$ cat config.mk
export PLATFORM = sky130hd
export DESIGN_NAME = hdmi_linebuf_reader_flat
export DESIGN_NICKNAME = d
export VERILOG_FILES = /design/src/rtl/hdmi_video_pkg.sv /design/src/rtl/hdmi_linebuf_reader_if.sv /design/src/rtl/hdmi_timing_cnt.sv /design/src/rtl/hdmi_linebuf_reader.sv /design/src/flat_wrapper.sv
export SDC_FILE = /design/constraint.sdc
export NUM_CORES = 1
export LEC_CHECK = 0
export BUFFER_PORTS_ARGS = -buffer_cell sky130_fd_sc_hd__buf_2
export CELL_PAD_IN_SITES_DETAIL_PLACEMENT = 1
export CELL_PAD_IN_SITES_GLOBAL_PLACEMENT = 1
export CORE_MARGIN = 3
export CORE_UTILIZATION = 31
export CTS_CLUSTER_DIAMETER = 50
export DETAILED_ROUTE_END_ITERATION = 8
export PLACE_DENSITY = 0.78
export SYNTH_ARGS = -nofsm -noshare
export SYNTH_HDL_FRONTEND = slang
export SYNTH_SLANG_ARGS = --single-unit
$ cat constraint.sdc
create_clock -name rd_clk -period 2.2 [get_ports rd_clk]
set_clock_uncertainty 0.15 [all_clocks]
set_input_delay 0.11 -clock rd_clk [delete_from_list [all_inputs] [get_ports rd_clk]]
set_output_delay 0.11 -clock rd_clk [all_outputs]
set_load 0.1 [all_outputs]
$ cat src/rtl/hdmi_video_pkg.sv
// Shared definitions for the HDMI line-buffer read path: line FSM encodings
// and raster-size helpers used to size the timing counters.
package hdmi_video_pkg;

    typedef logic [1:0] line_state_t;

    localparam line_state_t ST_IDLE  = 2'd0;
    localparam line_state_t ST_READ  = 2'd1;
    localparam line_state_t ST_BLACK = 2'd2;

    function automatic int h_total(input int active, input int fp, input int sync, input int bp);
        return active + fp + sync + bp;
    endfunction

    function automatic int v_total(input int active, input int fp, input int sync, input int bp);
        return active + fp + sync + bp;
    endfunction

    // Bits needed to count 0..total-1; never less than one.
    function automatic int clog2(input int total);
        int w;
        w = 1;
        while ((1 << w) < total) begin
            w = w + 1;
        end
        return w;
    endfunction

endpackage

$ cat src/rtl/hdmi_linebuf_reader_if.sv
// Signal bundle between the line-buffer reader, the line RAM read port,
// the line writer handshake and the HDMI TX video input.
interface hdmi_linebuf_reader_if #(
    parameter int ADDR_WIDTH = 10,
    parameter int DATA_WIDTH = 24
);

    logic                  line_ready;
    logic                  line_ack;
    logic                  frame_start;
    logic [ADDR_WIDTH-1:0] rd_addr;
    logic [DATA_WIDTH-1:0] rd_data;
    logic                  vid_hs;
    logic                  vid_vs;
    logic                  vid_de;
    logic [DATA_WIDTH-1:0] vid_data;
    logic                  underflow;

    modport master (
        input  line_ready,
        input  rd_data,
        output line_ack,
        output frame_start,
        output rd_addr,
        output vid_hs,
        output vid_vs,
        output vid_de,
        output vid_data,
        output underflow
    );

    modport slave (
        output line_ready,
        output rd_data,
        input  line_ack,
        input  frame_start,
        input  rd_addr,
        input  vid_hs,
        input  vid_vs,
        input  vid_de,
        input  vid_data,
        input  underflow
    );

endinterface

$ cat src/rtl/hdmi_timing_cnt.sv
// Raster position counters and the raw (unpipelined) decodes of the current
// position: active area, line start/last pixel, frame origin, hsync, vsync.
module hdmi_timing_cnt
    import hdmi_video_pkg::*;
#(
    parameter int H_ACTIVE = 640,
    parameter int H_FP     = 16,
    parameter int H_SYNC   = 96,
    parameter int H_BP     = 48,
    parameter int V_ACTIVE = 480,
    parameter int V_FP     = 10,
    parameter int V_SYNC   = 2,
    parameter int V_BP     = 33,
    parameter int HW       = clog2(h_total(H_ACTIVE, H_FP, H_SYNC, H_BP))
) (
    input  logic          i_clk,
    input  logic          i_rst_n,
    output logic [HW-1:0] o_h_cnt,
    output logic          o_active,
    output logic          o_line_start,
    output logic          o_line_last,
    output logic          o_origin,
    output logic          o_hs_raw,
    output logic          o_vs_raw
);

    localparam int H_TOTAL = h_total(H_ACTIVE, H_FP, H_SYNC, H_BP);
    localparam int V_TOTAL = v_total(V_ACTIVE, V_FP, V_SYNC, V_BP);
    localparam int VW      = clog2(V_TOTAL);

    localparam logic [HW-1:0] H_LAST     = HW'(H_TOTAL - 1);
    localparam logic [HW-1:0] H_ACT      = HW'(H_ACTIVE);
    localparam logic [HW-1:0] H_ACT_LAST = HW'(H_ACTIVE - 1);
    localparam logic [HW-1:0] HS_FIRST   = HW'(H_ACTIVE + H_FP);
    localparam logic [HW-1:0] HS_LAST    = HW'(H_ACTIVE + H_FP + H_SYNC - 1);

    localparam logic [VW-1:0] V_LAST     = VW'(V_TOTAL - 1);
    localparam logic [VW-1:0] V_ACT      = VW'(V_ACTIVE);
    localparam logic [VW-1:0] VS_FIRST   = VW'(V_ACTIVE + V_FP);
    localparam logic [VW-1:0] VS_LAST    = VW'(V_ACTIVE + V_FP + V_SYNC - 1);

    logic [HW-1:0] r_h_cnt;
    logic [VW-1:0] r_v_cnt;
    logic          w_h_act;
    logic          w_v_act;

    always_ff @(posedge i_clk) begin
        if (!i_rst_n) begin
            r_h_cnt <= '0;
            r_v_cnt <= '0;
        end else if (r_h_cnt == H_LAST) begin
            r_h_cnt <= '0;
            r_v_cnt <= (r_v_cnt == V_LAST) ? '0 : r_v_cnt + 1'b1;
        end else begin
            r_h_cnt <= r_h_cnt + 1'b1;
        end
    end

    assign w_h_act      = (r_h_cnt < H_ACT);
    assign w_v_act      = (r_v_cnt < V_ACT);

    assign o_h_cnt      = r_h_cnt;
    assign o_active     = w_h_act && w_v_act;
    assign o_line_start = (r_h_cnt == '0) && w_v_act;
    assign o_line_last  = (r_h_cnt == H_ACT_LAST) && w_v_act;
    assign o_origin     = (r_h_cnt == '0) && (r_v_cnt == '0);
    assign o_hs_raw     = (r_h_cnt >= HS_FIRST) && (r_h_cnt <= HS_LAST);
    assign o_vs_raw     = (r_v_cnt >= VS_FIRST) && (r_v_cnt <= VS_LAST);

endmodule

$ cat src/rtl/hdmi_linebuf_reader.sv
// HDMI raster generator that streams one line per active line out of the
// line RAM, with line ownership handed back to the writer via line_ack.
module hdmi_linebuf_reader
    import hdmi_video_pkg::*;
#(
    parameter int   H_ACTIVE   = 640,
    parameter int   H_FP       = 16,
    parameter int   H_SYNC     = 96,
    parameter int   H_BP       = 48,
    parameter int   V_ACTIVE   = 480,
    parameter int   V_FP       = 10,
    parameter int   V_SYNC     = 2,
    parameter int   V_BP       = 33,
    parameter logic HS_POL     = 1'b0,
    parameter logic VS_POL     = 1'b0,
    parameter int   ADDR_WIDTH = 10,
    parameter int   DATA_WIDTH = 24
) (
    input  logic                 rd_clk,
    input  logic                 rd_rst_n,
    hdmi_linebuf_reader_if.master bus
);

    localparam int HW = clog2(h_total(H_ACTIVE, H_FP, H_SYNC, H_BP));

    logic [HW-1:0]         w_h_cnt;
    logic                  w_active;
    logic                  w_line_start;
    logic                  w_line_last;
    logic                  w_origin;
    logic                  w_hs_raw;
    logic                  w_vs_raw;

    line_state_t           r_state;
    line_state_t           w_state_cur;
    line_state_t           w_state_nxt;
    logic                  w_underflow;
    logic                  w_ack;

    logic [ADDR_WIDTH-1:0] r_rd_addr_p1;
    logic                  r_line_ack_p1;
    logic                  r_underflow_p1;
    logic                  r_frame_start_p1;
    line_state_t           r_state_p1;
    logic                  vld_p1;
    logic                  r_hs_p1;
    logic                  r_vs_p1;

    line_state_t           r_state_p2;
    logic                  vld_p2;
    logic                  r_hs_p2;
    logic                  r_vs_p2;
    logic [DATA_WIDTH-1:0] w_pix_p2;

    hdmi_timing_cnt #(
        .H_ACTIVE (H_ACTIVE),
        .H_FP     (H_FP),
        .H_SYNC   (H_SYNC),
        .H_BP     (H_BP),
        .V_ACTIVE (V_ACTIVE),
        .V_FP     (V_FP),
        .V_SYNC   (V_SYNC),
        .V_BP     (V_BP),
        .HW       (HW)
    ) u_timing (
        .i_clk        (rd_clk),
        .i_rst_n      (rd_rst_n),
        .o_h_cnt      (w_h_cnt),
        .o_active     (w_active),
        .o_line_start (w_line_start),
        .o_line_last  (w_line_last),
        .o_origin     (w_origin),
        .o_hs_raw     (w_hs_raw),
        .o_vs_raw     (w_vs_raw)
    );

    // w_state_cur is the line mode that applies to the pixel at the current
    // position, so the line-start decision already covers pixel 0.
    always_comb begin
        w_state_cur = r_state;
        w_underflow = 1'b0;
        if (w_line_start && (r_state == ST_IDLE)) begin
            w_state_cur = bus.line_ready ? ST_READ : ST_BLACK;
            w_underflow = ~bus.line_ready;
        end
        w_ack       = w_line_last && (w_state_cur == ST_READ);
        w_state_nxt = (w_line_last && (w_state_cur != ST_IDLE)) ? ST_IDLE : w_state_cur;
    end

    always_ff @(posedge rd_clk) begin
        if (!rd_rst_n) begin
            r_state          <= ST_IDLE;
            r_rd_addr_p1     <= '0;
            r_line_ack_p1    <= 1'b0;
            r_underflow_p1   <= 1'b0;
            r_frame_start_p1 <= 1'b0;
            r_state_p1       <= ST_IDLE;
            vld_p1           <= 1'b0;
            r_hs_p1          <= ~HS_POL;
            r_vs_p1          <= ~VS_POL;
            r_state_p2       <= ST_IDLE;
            vld_p2           <= 1'b0;
            r_hs_p2          <= ~HS_POL;
            r_vs_p2          <= ~VS_POL;
        end else begin
            r_state          <= w_state_nxt;
            // S1: position-derived controls and the RAM read address
            r_rd_addr_p1     <= w_active ? ADDR_WIDTH'(w_h_cnt) : '0;
            r_line_ack_p1    <= w_ack;
            r_underflow_p1   <= w_underflow;
            r_frame_start_p1 <= w_origin;
            r_state_p1       <= w_state_cur;
            vld_p1           <= w_active;
            r_hs_p1          <= w_hs_raw ? HS_POL : ~HS_POL;
            r_vs_p1          <= w_vs_raw ? VS_POL : ~VS_POL;
            // S2: video timing, aligned with the RAM data for the S1 address
            r_state_p2       <= r_state_p1;
            vld_p2           <= vld_p1;
            r_hs_p2          <= r_hs_p1;
            r_vs_p2          <= r_vs_p1;
        end
    end

    // The RAM's own read register is the S2 data stage; only the mux follows it.
    assign w_pix_p2        = ((r_state_p2 == ST_READ) && vld_p2) ? bus.rd_data : '0;

    assign bus.rd_addr     = r_rd_addr_p1;
    assign bus.line_ack    = r_line_ack_p1;
    assign bus.underflow   = r_underflow_p1;
    assign bus.frame_start = r_frame_start_p1;
    assign bus.vid_hs      = r_hs_p2;
    assign bus.vid_vs      = r_vs_p2;
    assign bus.vid_de      = vld_p2;
    assign bus.vid_data    = w_pix_p2;

endmodule

$ cat src/flat_wrapper.sv
// flat-port wrapper written by rule: the top's interface ports become plain ports
module hdmi_linebuf_reader_flat import hdmi_video_pkg::*;
#(
    parameter int   H_ACTIVE   = 640,
    parameter int   H_FP       = 16,
    parameter int   H_SYNC     = 96,
    parameter int   H_BP       = 48,
    parameter int   V_ACTIVE   = 480,
    parameter int   V_FP       = 10,
    parameter int   V_SYNC     = 2,
    parameter int   V_BP       = 33,
    parameter logic HS_POL     = 1'b0,
    parameter logic VS_POL     = 1'b0,
    parameter int   ADDR_WIDTH = 10,
    parameter int   DATA_WIDTH = 24
)
  (rd_clk, rd_rst_n, bus_line_ready, bus_rd_data, bus_line_ack, bus_frame_start, bus_rd_addr, bus_vid_hs, bus_vid_vs, bus_vid_de, bus_vid_data, bus_underflow);
  hdmi_linebuf_reader_if #(.ADDR_WIDTH(ADDR_WIDTH), .DATA_WIDTH(DATA_WIDTH)) bus_i ();
  input  logic rd_clk;
  input  logic rd_rst_n;
  input wire logic [$bits(bus_i.line_ready)-1:0] bus_line_ready;
  input wire logic [$bits(bus_i.rd_data)-1:0] bus_rd_data;
  output wire logic [$bits(bus_i.line_ack)-1:0] bus_line_ack;
  output wire logic [$bits(bus_i.frame_start)-1:0] bus_frame_start;
  output wire logic [$bits(bus_i.rd_addr)-1:0] bus_rd_addr;
  output wire logic [$bits(bus_i.vid_hs)-1:0] bus_vid_hs;
  output wire logic [$bits(bus_i.vid_vs)-1:0] bus_vid_vs;
  output wire logic [$bits(bus_i.vid_de)-1:0] bus_vid_de;
  output wire logic [$bits(bus_i.vid_data)-1:0] bus_vid_data;
  output wire logic [$bits(bus_i.underflow)-1:0] bus_underflow;
  assign bus_i.line_ready = bus_line_ready;
  assign bus_i.rd_data = bus_rd_data;
  assign bus_line_ack = bus_i.line_ack;
  assign bus_frame_start = bus_i.frame_start;
  assign bus_rd_addr = bus_i.rd_addr;
  assign bus_vid_hs = bus_i.vid_hs;
  assign bus_vid_vs = bus_i.vid_vs;
  assign bus_vid_de = bus_i.vid_de;
  assign bus_vid_data = bus_i.vid_data;
  assign bus_underflow = bus_i.underflow;
  hdmi_linebuf_reader #(.H_ACTIVE(H_ACTIVE), .H_FP(H_FP), .H_SYNC(H_SYNC), .H_BP(H_BP), .V_ACTIVE(V_ACTIVE), .V_FP(V_FP), .V_SYNC(V_SYNC), .V_BP(V_BP), .HS_POL(HS_POL), .VS_POL(VS_POL), .ADDR_WIDTH(ADDR_WIDTH), .DATA_WIDTH(DATA_WIDTH)) u_core (.rd_clk(rd_clk), .rd_rst_n(rd_rst_n), .bus(bus_i));
endmodule
# [Yosys cells after proc, flatten, opt, wreduce, memory -nomap -nowiden]
# Index checks and enable logic that the tools add are counted.
[classes] n_lt_le_gt_ge=6 eq_ne=5 bitwise_logic=2 addsub=2 mux=6 n_reduce_logical=18
[op_table] operator="$eq 10x10->1 const B" n=3
[op_table] operator="$mux 24" n=1
[op_table] operator="$add 10x1->10 const B" n=2
[op_table] operator="$logic_not 10->1" n=2
[op_table] operator="$ge 10x10->1 const B" n=1
[op_table] operator="$ge 10x9->1 const B" n=1
[op_table] operator="$le 10x10->1 const B" n=1
[op_table] operator="$le 10x9->1 const B" n=1
[op_table] operator="$logic_and 1x1->1" n=10
[op_table] operator="$lt 10x10->1 const B" n=1
[op_table] operator="$lt 10x9->1 const B" n=1
[op_table] operator="$mux 10" n=1
[op_table] operator="$eq 2x1->1 const B" n=2
[op_table] operator="$mux 2" n=2
[op_table] operator="$reduce_and 2->1" n=2
[op_table] operator="$reduce_or 2->1" n=2
[op_table] operator="$logic_not 2->1" n=1
[op_table] operator="$mux 1" n=2
[op_table] operator="$not 1->1" n=2
[op_table] operator="$reduce_bool 2->1" n=1
[word_totals] register_bits=45 inputBits=27 out_inout_bits=40 elab_cells=54

# [Logic depth before layout (Yosys ltp)]
# Gate-level depths: netlist of run 1.
[depth] word_depth=7 depth_mapped=6 mapped_depth_nobuf=6

# [Hierarchy]
# Synthesis of run 1 repeated with hierarchy kept, for this count alone.
[hier_totals] cells_unflattened=220 hier_area_um2=1966.9
[by_module_without_submodules] module="hdmi_timing_cnt" cells_each=134 seq_area_each_um2=400.4 instances=1 area_each_um2=1087.3
[by_module_without_submodules] module="hdmi_linebuf_reader" cells_each=86 seq_area_each_um2=500.5 instances=1 area_each_um2=879.6

# [Worst setup path after synthesis of run 1]
# No wires, ideal clock.
[synth_timing] kind="flip-flop to output port" startpoint="reg u_core.vld_p2 (netlist: u_core.bus.vid_de)" endpoint="out bus_vid_data[0]" slack_ns=-0.313 path_buffers=1 required_ns=1.940 arrival_ns=2.253 stages_incl_launch_ff=4 path_cell_list="dfxtp_1 and3b_1 clkbuf_1 and2_1"
[synth_via] elab_chain_len=2
[synth_lines] item="from (decl)" line_no="hdmi_linebuf_reader.sv:50" source="logic vld_p2;"
[synth_lines] item="from (signal assigned)" line_no="hdmi_linebuf_reader.sv:118" source="vld_p2 <= vld_p1;"
[synth_lines] item="$logic_and 1x1->1" line_no="hdmi_linebuf_reader.sv:125" source="assign w_pix_p2 = ((r_state_p2 == ST_READ) && vld_p2) ? bus.rd_data : '0;"
[synth_lines] item="$mux 24" line_no="hdmi_linebuf_reader.sv:125"
[synth_lines] item="to (decl)" line_no="flat_wrapper.sv:29" source="output wire logic [$bits(bus_i.vid_data)-1:0] bus_vid_data;"
# Every way passes these cells.

# [Worst setup path after layout of run 1]
[layout_timing] startpoint="reg u_core.u_timing.r_h_cnt[0] (netlist: u_core.u_timing.o_h_cnt[0])" endpoint="reg u_core.u_timing.r_v_cnt[8]"
[layout_via] elab_chain_len=1
[layout_lines] item="from (decl)" line_no="hdmi_timing_cnt.sv:42" source="logic [HW-1:0] r_h_cnt;"
[layout_lines] item="from (signal assigned)" line_no="hdmi_timing_cnt.sv:55" source="r_h_cnt <= r_h_cnt + 1'b1;"
[layout_lines] item="$eq 10x10->1" line_no="hdmi_timing_cnt.sv:51" source="end else if (r_h_cnt == H_LAST) begin"
[layout_lines] item="to (signal assigned)" line_no="hdmi_timing_cnt.sv:53" source="r_v_cnt <= (r_v_cnt == V_LAST) ? '0 : r_v_cnt + 1'b1;"
[layout_lines] item="to (decl)" line_no="hdmi_timing_cnt.sv:43" source="logic [VW-1:0] r_v_cnt;"
# Every way passes these cells.
# A chain may end at the register's enable or synchronous reset.

==> Flow_metrics.wiki, run 1 <==
{| class="wikitable"
! Metric !! Value
|-
| Outcome || completed
|-
| Layer with the highest usage after global routing || met2
|-
| Largest net degree at the start of global routing || 25
|-
| Post-synth EDFFs || 0
|-
| TritonCTS clock tree || yes
|-
| Worst reg2reg path startpoint || u_core.u_timing.o_h_cnt[0]
|-
| Total Nets Final || 320
|-
| Routed Wire Length || 5.17 mm
|-
| Static Leak || 0.00116 uW
|-
| Startpoint types || register
|-
| Number of setup buffers added after CTS || 0
|-
| Die footprint || 7380 um^2
|-
| Core Footprint || 6060 um^2
|-
| Min cycle time layout || 2.01 ns
|-
| Antenna violations before repair || 0
|-
| Clock network latency to the later pin of the worst-skew pair || 0.30 ns
|-
| Mean routed wirelength per cell || 14.2 um
|-
| Vertical die dimension || 85.9 um
|-
| Relative slew slack || 30.1%
|-
| Worst-case vdd ir drop || 288 uV
|-
| Startpoint of the most critical hold path || u_core.r_vs_p1
|-
| Number of I/O port buffers || 66
|-
| Setup TNS || 0 ns
|-
| Layout cells sized above 1 || 38.3%
|-
| I/O pin total || 67
|-
| Syn Std Cell Area || 1980 um^2
|-
| Routing usage on met2 || 24.9%
|-
| Number of design-rule violations left by the first detailed-router iteration || 67
|-
| Via-to-Cell Ratio || 4.92
|-
| Synthesized netlist net count || 252
|-
| GRT met3 Usage || 4.42%
|-
| Final clock period utilization by the worst path || 91.5%
|-
| Length in cells of the worst reg-to-reg path || 5
|-
| Placed cell count || 355
|-
| Number of global-route vias before repair || 1776
|-
| Number of buffers created by CTS || 5
|-
| Clock input transition at the sequential cells of the worst setup and hold paths || 0.09 ns
|-
| RSZ-0062 raised after global routing || false
|-
| Transition at the pin with the smallest max-transition slack || 1.04 ns
|-
| Global-route wire length before repair || 8.46 mm
|-
| Count of synthesis-stage warnings from yosys || 0
|-
| Max Cap Viol || 0
|-
| PnR Total Power || 1680 uW
|-
| Classification of the worst-slack hold path || register to register
|-
| Cell depth of the worst min-delay path || 1
|-
| Register area share after synthesis || 45.5%
|-
| Cell area power density || 665 nW/um^2
|-
| # setup viols final || 0
|-
| Placed inst area || 2380 um^2
|-
| Combined global-route utilization of all metal layers || 14.5%
|-
| Critical path required time || 2.28 ns
|-
| Setup CP Type || register to register
|-
| Post-layout instance count excluding filler cells || 365
|-
| Site row count || 28
|-
| Top flip-flop cell by instance count after synthesis || sky130_fd_sc_hd__dfxtp_1
|-
| CTS Buffer Depth || 2
|-
| Global routing usage on met1 || 16.4%
|-
| Register-to-register setup slack || 0.19 ns
|-
| Final standard cell area without fillers || 2520 um^2
|-
| Number of iterations in the first detailed-routing pass || 4
|-
| Endpoint of the lowest-slack register-to-register path || u_core.u_timing.r_v_cnt[8]
|-
| Diodes inserted || 0
|-
| Setup WS pre-CTS || 0.149 ns
|-
| Number of filler cells placed in the layout || 759
|-
| Library cell with the largest summed area after synthesis || sky130_fd_sc_hd__dfxtp_1
|-
| Width of the chip || 85.9 um
|-
| Worst Hold Endpoint || u_core.bus.vid_vs
|-
| Total vias in the final route || 1794
|-
| DRC violations left || 0
|-
| Ranking of synthesized cells by area || sky130_fd_sc_hd__dfxtp_1, sky130_fd_sc_hd__and2_1, sky130_fd_sc_hd__nor2_1
|-
| Synthesized instance count || 221
|-
| Grt total ovfl || 0
|-
| Average size of a mapped cell || 8.96 um^2
|-
| Initial Util || 32.7%
|-
| Antenna viol nets, final || 0
|-
| Number of synthesized register bits || 45
|-
| H-Tree Level Count || 2
|-
| Highest clock frequency the design can meet || 0.497 GHz
|-
| Area delta synth->final || 27.4%
|-
| Share of synthesized flip-flops with an asynchronous set or reset || 0%
|-
| Top cell type's share of synthesized area || 45.5%
|-
| Clock Sink Count || 45
|-
| Arrival @ worst endpoint || 2.09 ns
|-
| Slew Viols, Final || 0
|-
| Hold Fails Final Rpt || 0
|-
| Synth cell types || 41
|-
| Setup slack of the critical path after layout || 0.187 ns
|-
| Master cell of the clock root buffer || sky130_fd_sc_hd__clkbuf_8
|-
| Capturing element type of the critical path || register
|-
| Global placer's final weighted congestion || 0.787
|-
| HPWL Detailed || 3.94 mm
|-
| Crit-path max FO || 10
|}
==> cell usage in the layout (no fill, tap or decap), drive strengths merged, types with 2 or more instances in the layout <==
cell	synthesis	routed
o21ai	4	4
dfxtp	45	45
buf	4	70
clkbuf	7	5
ha	4	4
o31ai	2	2
o22ai	2	2
and2	38	38
a21oi	6	6
nand2b	2	2
xnor2	4	4
nand4	8	8
and4	3	3
xor2	6	6
or3	2	2
and4b	2	2
nor2b	2	2
nand3	12	12
nor3	5	5
or4	2	2
inv	5	5
and3	7	7
nand2	18	18
nor2	23	23
dlygate4sd3	0	2
==> cell usage after synthesis, types with 2 or more instances <==
cell type                  instances
sky130_fd_sc_hd__dfxtp_1          45
sky130_fd_sc_hd__or4_1             2
sky130_fd_sc_hd__nand2_1          18
sky130_fd_sc_hd__nor2b_1           2
sky130_fd_sc_hd__and2_1           37
sky130_fd_sc_hd__nand4_1           8
sky130_fd_sc_hd__nand2b_1          2
sky130_fd_sc_hd__and4_1            2
sky130_fd_sc_hd__or3_1             2
sky130_fd_sc_hd__nor3_1            5
sky130_fd_sc_hd__nand3_1          11
sky130_fd_sc_hd__buf_6             3
sky130_fd_sc_hd__o21ai_0           3
sky130_fd_sc_hd__xor2_1            6
sky130_fd_sc_hd__inv_1             5
sky130_fd_sc_hd__o31ai_1           2
sky130_fd_sc_hd__o22ai_1           2
sky130_fd_sc_hd__a21oi_1           6
sky130_fd_sc_hd__and3_2            3
sky130_fd_sc_hd__ha_1              4
sky130_fd_sc_hd__xnor2_1           4
sky130_fd_sc_hd__nor2_1           22
sky130_fd_sc_hd__and3_1            4
sky130_fd_sc_hd__clkbuf_1          6
==> flip-flops by register name, summed over array words and instances, names as in the netlist <==
signal	count
u_core.u_timing.r_v_cnt	10
u_core.bus.rd_addr	10
u_core.u_timing.o_h_cnt	10
u_core.vld_p1	1
u_core.r_state_p1	2
u_core.bus.vid_hs	1
u_core.bus.underflow	1
u_core.r_state_p2	2
u_core.r_vs_p1	1
u_core.bus.vid_de	1
u_core.bus.vid_vs	1
u_core.r_hs_p1	1
u_core.bus.frame_start	1
u_core.bus.line_ack	1
u_core.r_state	2
==> how the worst max path moves through the flow <==
stage | cells after the start | from | slack [ns] | endpoint
2_1_floorplan | 2 | u_core.bus.vid_de | 0.24 | bus_vid_data[19]
3_3_place_gp | 5 | u_core.u_timing.o_h_cnt[0] | 0.23 | u_core.u_timing.r_v_cnt[8]
3_5_place_dp | 5 | u_core.u_timing.o_h_cnt[0] | 0.15 | u_core.u_timing.r_v_cnt[8]
4_1_cts | 3 | u_core.r_state_p2[1] | 0.05 | bus_vid_data[6]
5_1_grt | 5 | u_core.u_timing.o_h_cnt[0] | 0.07 | u_core.u_timing.r_v_cnt[8]
6_report | 5 | u_core.u_timing.o_h_cnt[0] | 0.19 | u_core.u_timing.r_v_cnt[8]
==> where the power goes <==
| group | internal [uW] | leakage (uW) | total (uW) | switching [uW] |
|---|---|---|---|---|
| Combinational | 51.7 | 0.000742 | 187 | 135 |
| Sequential | 839 | 0.000366 | 854 | 14.9 |
| Clock | 340 | 0.0000543 | 635 | 295 |
| Total | 1230 | 0.00116 | 1680 | 445 |
==> worst max-delay path, cell delays in order, from the launching register on <==
cell and delay (ns):
sky130_fd_sc_hd__dfxtp_1 0.42, sky130_fd_sc_hd__ha_1 0.23, sky130_fd_sc_hd__and3_2 0.30, sky130_fd_sc_hd__nand3_4 0.14, sky130_fd_sc_hd__or4_1 0.53, sky130_fd_sc_hd__a21oi_1 0.16
==> final cells by class <==
cell class,instances,area (um^2),area share (%)
inverter,5,18.8,0.744
clock buffer,5,68.8,2.73
tap,75,93.8,3.72
multi-input combinational,160,1010,40.1
timing repair buffer,72,380,15.1
sequential,45,902,35.8
clock inverter,3,46.3,1.84
==> through the flow <==
| step | utilization [%] | hold slack (ns) |
|---|---|---|
| after global routing | 41.6 | 0.296 |
| after floorplan | - | 0.115 |
| after global placement | 39.3 | 0.248 |
| after detailed placement | 39.3 | 0.255 |
| final | 41.6 | 0.275 |
| after CTS | 41.6 | 0.276 |
==> layer usage <==
layer	vias up	part of all wire, %
li1	874	-
met1	843	41
met2	70	47
met3	7	9.9
met4	0	1.6
met5	-	0
==> cells by family after synthesis <==
kind of cell               Yosys count  synth area share (%)
and+or+nand+nor                    128                  37.0
buffers and inverters               16                  4.87
muxes                                1                 0.506
AOI/OAI and AO/OA                   17                  5.12
DFF                                 45                  45.5
adders and majority gates            4                  2.53
xor gates and xnor gates            10                  4.42
==> repair_timing <==
action	CTS	global route
hold buffers	2	0
gates resized for setup	0	2
endpoints found under the hold margin	6	0
setup endpoints to repair	0	26
(Power assumes the default switching activity.)
==> run 2, diff against run 1 <==
--- a/config.mk
+++ b/config.mk
@@ -8,7 +8,7 @@
 export BUFFER_PORTS_ARGS = -buffer_cell sky130_fd_sc_hd__buf_2
 export CELL_PAD_IN_SITES_DETAIL_PLACEMENT = 1
 export CELL_PAD_IN_SITES_GLOBAL_PLACEMENT = 1
-export CORE_MARGIN = 3
+export CORE_MARGIN = 8
 export CORE_UTILIZATION = 31
 export CTS_CLUSTER_DIAMETER = 50
 export DETAILED_ROUTE_END_ITERATION = 8
==> run 2 against run 1 <==
  * Total power is 7.1% higher
  * Cell count is 0.27% higher
  * Worst hold slack worse by 0.29 ns
  * Register-to-register slack hardly changed
  * First-iteration DRC count is 42% higher
  * Cell area is 0.74% higher
  * The flow now finishes with violations (hold timing)
  * Utilization is 1.1 points lower
  * Global-route usage is 2.0 points lower
  * Maximum frequency is 0.28% lower
  * Critical path type unchanged
  * Setup slack worse by 0.0057 ns
  * Clock power is 19% higher
==> Flow_metrics.wiki, run 2 (synthesized netlist as in run 1, its figures left out) <==
{| class="wikitable"
! Metric !! Value
|-
| CTS Buffer Depth || 2 (unchanged)
|-
| Antenna viol nets, final || 0 (unchanged)
|-
| Antenna violations before repair || 0 (unchanged)
|-
| Slew Viols, Final || 0 (unchanged)
|-
| Global placer's final weighted congestion || 0.810 (was 0.787)
|-
| Capturing element type of the critical path || register (unchanged)
|-
| Mean routed wirelength per cell || 15.3 um (was 14.2 um)
|-
| Hold Fails Final Rpt || 1 (was 0)
|-
| Critical Path Slowest Stage Cell || sky130_fd_sc_hd__or4_1 (unchanged)
|-
| # setup viols final || 0 (unchanged)
|-
| Setup CP Type || register to register (unchanged)
|-
| Placed cell count || 357 (was 355)
|-
| Worst hold margin || -0.0172 ns (was 0.275 ns)
|-
| Critical path required time || 2.28 ns (about the same)
|-
| HPWL Detailed || 4.37 mm (was 3.94 mm)
|-
| DRC violations left || 0 (unchanged)
|-
| Number of buffers created by CTS || 5 (unchanged)
|-
| Diodes inserted || 0 (unchanged)
|-
| RSZ-0062 raised after global routing || false (unchanged)
|-
| Relative slew slack || 63.9% (was 30.1%)
|-
| Startpoint types || register (unchanged)
|-
| Initial Util || 31.5% (was 32.7%)
|-
| Largest net degree at the start of global routing || 25 (unchanged)
|-
| Number of iterations in the first detailed-routing pass || 4 (unchanged)
|-
| Highest clock frequency the design can meet || 0.495 GHz (was 0.497 GHz)
|-
| Post-layout instance count excluding filler cells || 366 (was 365)
|-
| Grt total ovfl || 0 (unchanged)
|-
| Number of global-route vias before repair || 1879 (was 1776)
|-
| Min cycle time layout || 2.02 ns (was 2.01 ns)
|-
| Die footprint || 9200 um^2 (was 7380 um^2)
|-
| Static Leak || 0.00118 uW (was 0.00116 uW)
|-
| Arrival @ worst endpoint || 2.10 ns (was 2.09 ns)
|-
| Total vias in the final route || 1792 (was 1794)
|-
| Clock Sink Count || 45 (unchanged)
|-
| Width of the chip || 95.9 um (was 85.9 um)
|-
| Outcome || finished, violations left (was completed)
|-
| Clock network latency to the later pin of the worst-skew pair || 0.31 ns (was 0.30 ns)
|-
| Clock input transition at the sequential cells of the worst setup and hold paths || 0.10 ns (was 0.09 ns)
|-
| Via-to-Cell Ratio || 4.90 (was 4.92)
|-
| Transition at the pin with the smallest max-transition slack || 0.538 ns (was 1.04 ns)
|-
| Site row count || 29 (was 28)
|-
| Routed Wire Length || 5.60 mm (was 5.17 mm)
|-
| Slowest Stage Delay on Critical Path || 0.52 ns (was 0.53 ns)
|-
| Cell area power density || 707 nW/um^2 (was 665 nW/um^2)
|-
| Combined global-route utilization of all metal layers || 12.5% (was 14.5%)
|-
| Worst-case vdd ir drop || 299 uV (was 288 uV)
|-
| Most common cell after layout, fill and taps aside || sky130_fd_sc_hd__buf_2 (unchanged)
|-
| Classification of the worst-slack hold path || primary input to register (was register to register)
|-
| TritonCTS clock tree || yes (unchanged)
|-
| Setup TNS || 0 ns (unchanged)
|-
| Area delta synth->final || 28.3% (was 27.4%)
|-
| Cell-by-cell listing of the critical path || ha_1 -> and3_1 -> nand3_4 -> or4_1 -> a21oi_1 (was ha_1 -> and3_2 -> nand3_4 -> or4_1 -> a21oi_1)
|-
| Commonest cells after routing, fill and taps aside || sky130_fd_sc_hd__buf_2, sky130_fd_sc_hd__dfxtp_1, sky130_fd_sc_hd__and2_2, sky130_fd_sc_hd__nor2_1, sky130_fd_sc_hd__nand2_1 (unchanged)
|-
| Number of design-rule violations left by the first detailed-router iteration || 95 (was 67)
|-
| Crit-path max FO || 10 (unchanged)
|-
| Final clock period utilization by the worst path || 91.8% (was 91.5%)
|-
| Number of I/O port buffers || 66 (unchanged)
|-
| Max Cap Viol || 0 (unchanged)
|-
| Total Nets Final || 319 (was 320)
|-
| Global-route wire length before repair || 9.00 mm (was 8.46 mm)
|-
| H-Tree Level Count || 2 (unchanged)
|-
| I/O pin total || 67 (unchanged)
|-
| Layout cells sized above 1 || 38.4% (was 38.3%)
|-
| Violated checks || hold timing
|-
| Core Footprint || 6280 um^2 (was 6060 um^2)
|-
| Master cell of the clock root buffer || sky130_fd_sc_hd__clkbuf_8 (unchanged)
|-
| Vertical die dimension || 95.9 um (was 85.9 um)
|}
## run 2: report_power, final
group / total, uW / switching, uW / leakage (uW) / internal [uW]
clock network: 755 / 298 / 0.0000687 / 457
logic: 187 / 137 / 0.000742 / 50.7
registers: 853 / 14.0 / 0.000366 / 839
total: 1800 / 448 / 0.00118 / 1350
## run 2: path summary, 6_finish.rpt
kind	startpoint	endpoint	slack, ns	depth (start not counted)
max	u_core.u_timing.o_h_cnt[0]	u_core.u_timing.r_v_cnt[8]	0.18	5
min	rd_rst_n	u_core.vld_p1	-0.02	3
min reg2reg	u_core.r_hs_p1	u_core.bus.vid_hs	0.27	1
max reg2reg	u_core.u_timing.o_h_cnt[0]	u_core.u_timing.r_v_cnt[8]	0.18	5
## run 2: routing by layer
metal / track usage (%) / part of all wire (%) / vias up
li1: - / - / 880
met1: 13.6 / 40 / 829
met2: 21.6 / 45 / 74
met3: 4.13 / 13 / 9
met4: 5.76 / 1.8 / 0
met5: 0 / 0 / -
## run 2: layout make-up
cell class | count | area (um^2)
clock buffers | 5 | 68.8
clock inverters | 3 | 68.8
fillers | 761 | 3740
inverters | 5 | 18.8
multi-input cells | 160 | 1010
flip-flops and latches | 45 | 902
well taps | 77 | 96.3
repair buffers | 71 | 370
## run 2: timing repair
action / in CTS / in global routing
endpoints found under the hold margin: 4 / 0
buffers inserted: 0 / 0
setup endpoints to repair: 0 / 25
gates resized for setup: 0 / 2
hold buffers: 1 / 0
## run 2: metrics by stage
stage / instance area, um^2 / power (uW) / hold WS [ns] / setup WS [ns] / util [%]
after global placement: 2390 / 1060 / 0.250 / 0.303 / 38.0
after CTS: 2530 / 1810 / 0.0428 / 0.0545 / 40.4
after floorplan: 2010 / 1010 / 0.115 / 0.235 / -
after detailed placement: 2390 / 1060 / 0.255 / 0.190 / 38.0
after global routing: 2540 / 1860 / 0.0268 / 0.0139 / 40.5
final: 2540 / 1800 / -0.0172 / 0.181 / 40.5
## run 2: critical path: cells and delay by family, from the launching register on
| family | cells | cell delay (ns) |
|---|---|---|
| AND/OR/NAND/NOR | 3 | 1.00 |
| flip-flops | 1 | 0.42 |
| adder cells (fa/ha/maj) | 1 | 0.24 |
| AO/OA/AOI/OAI | 1 | 0.15 |
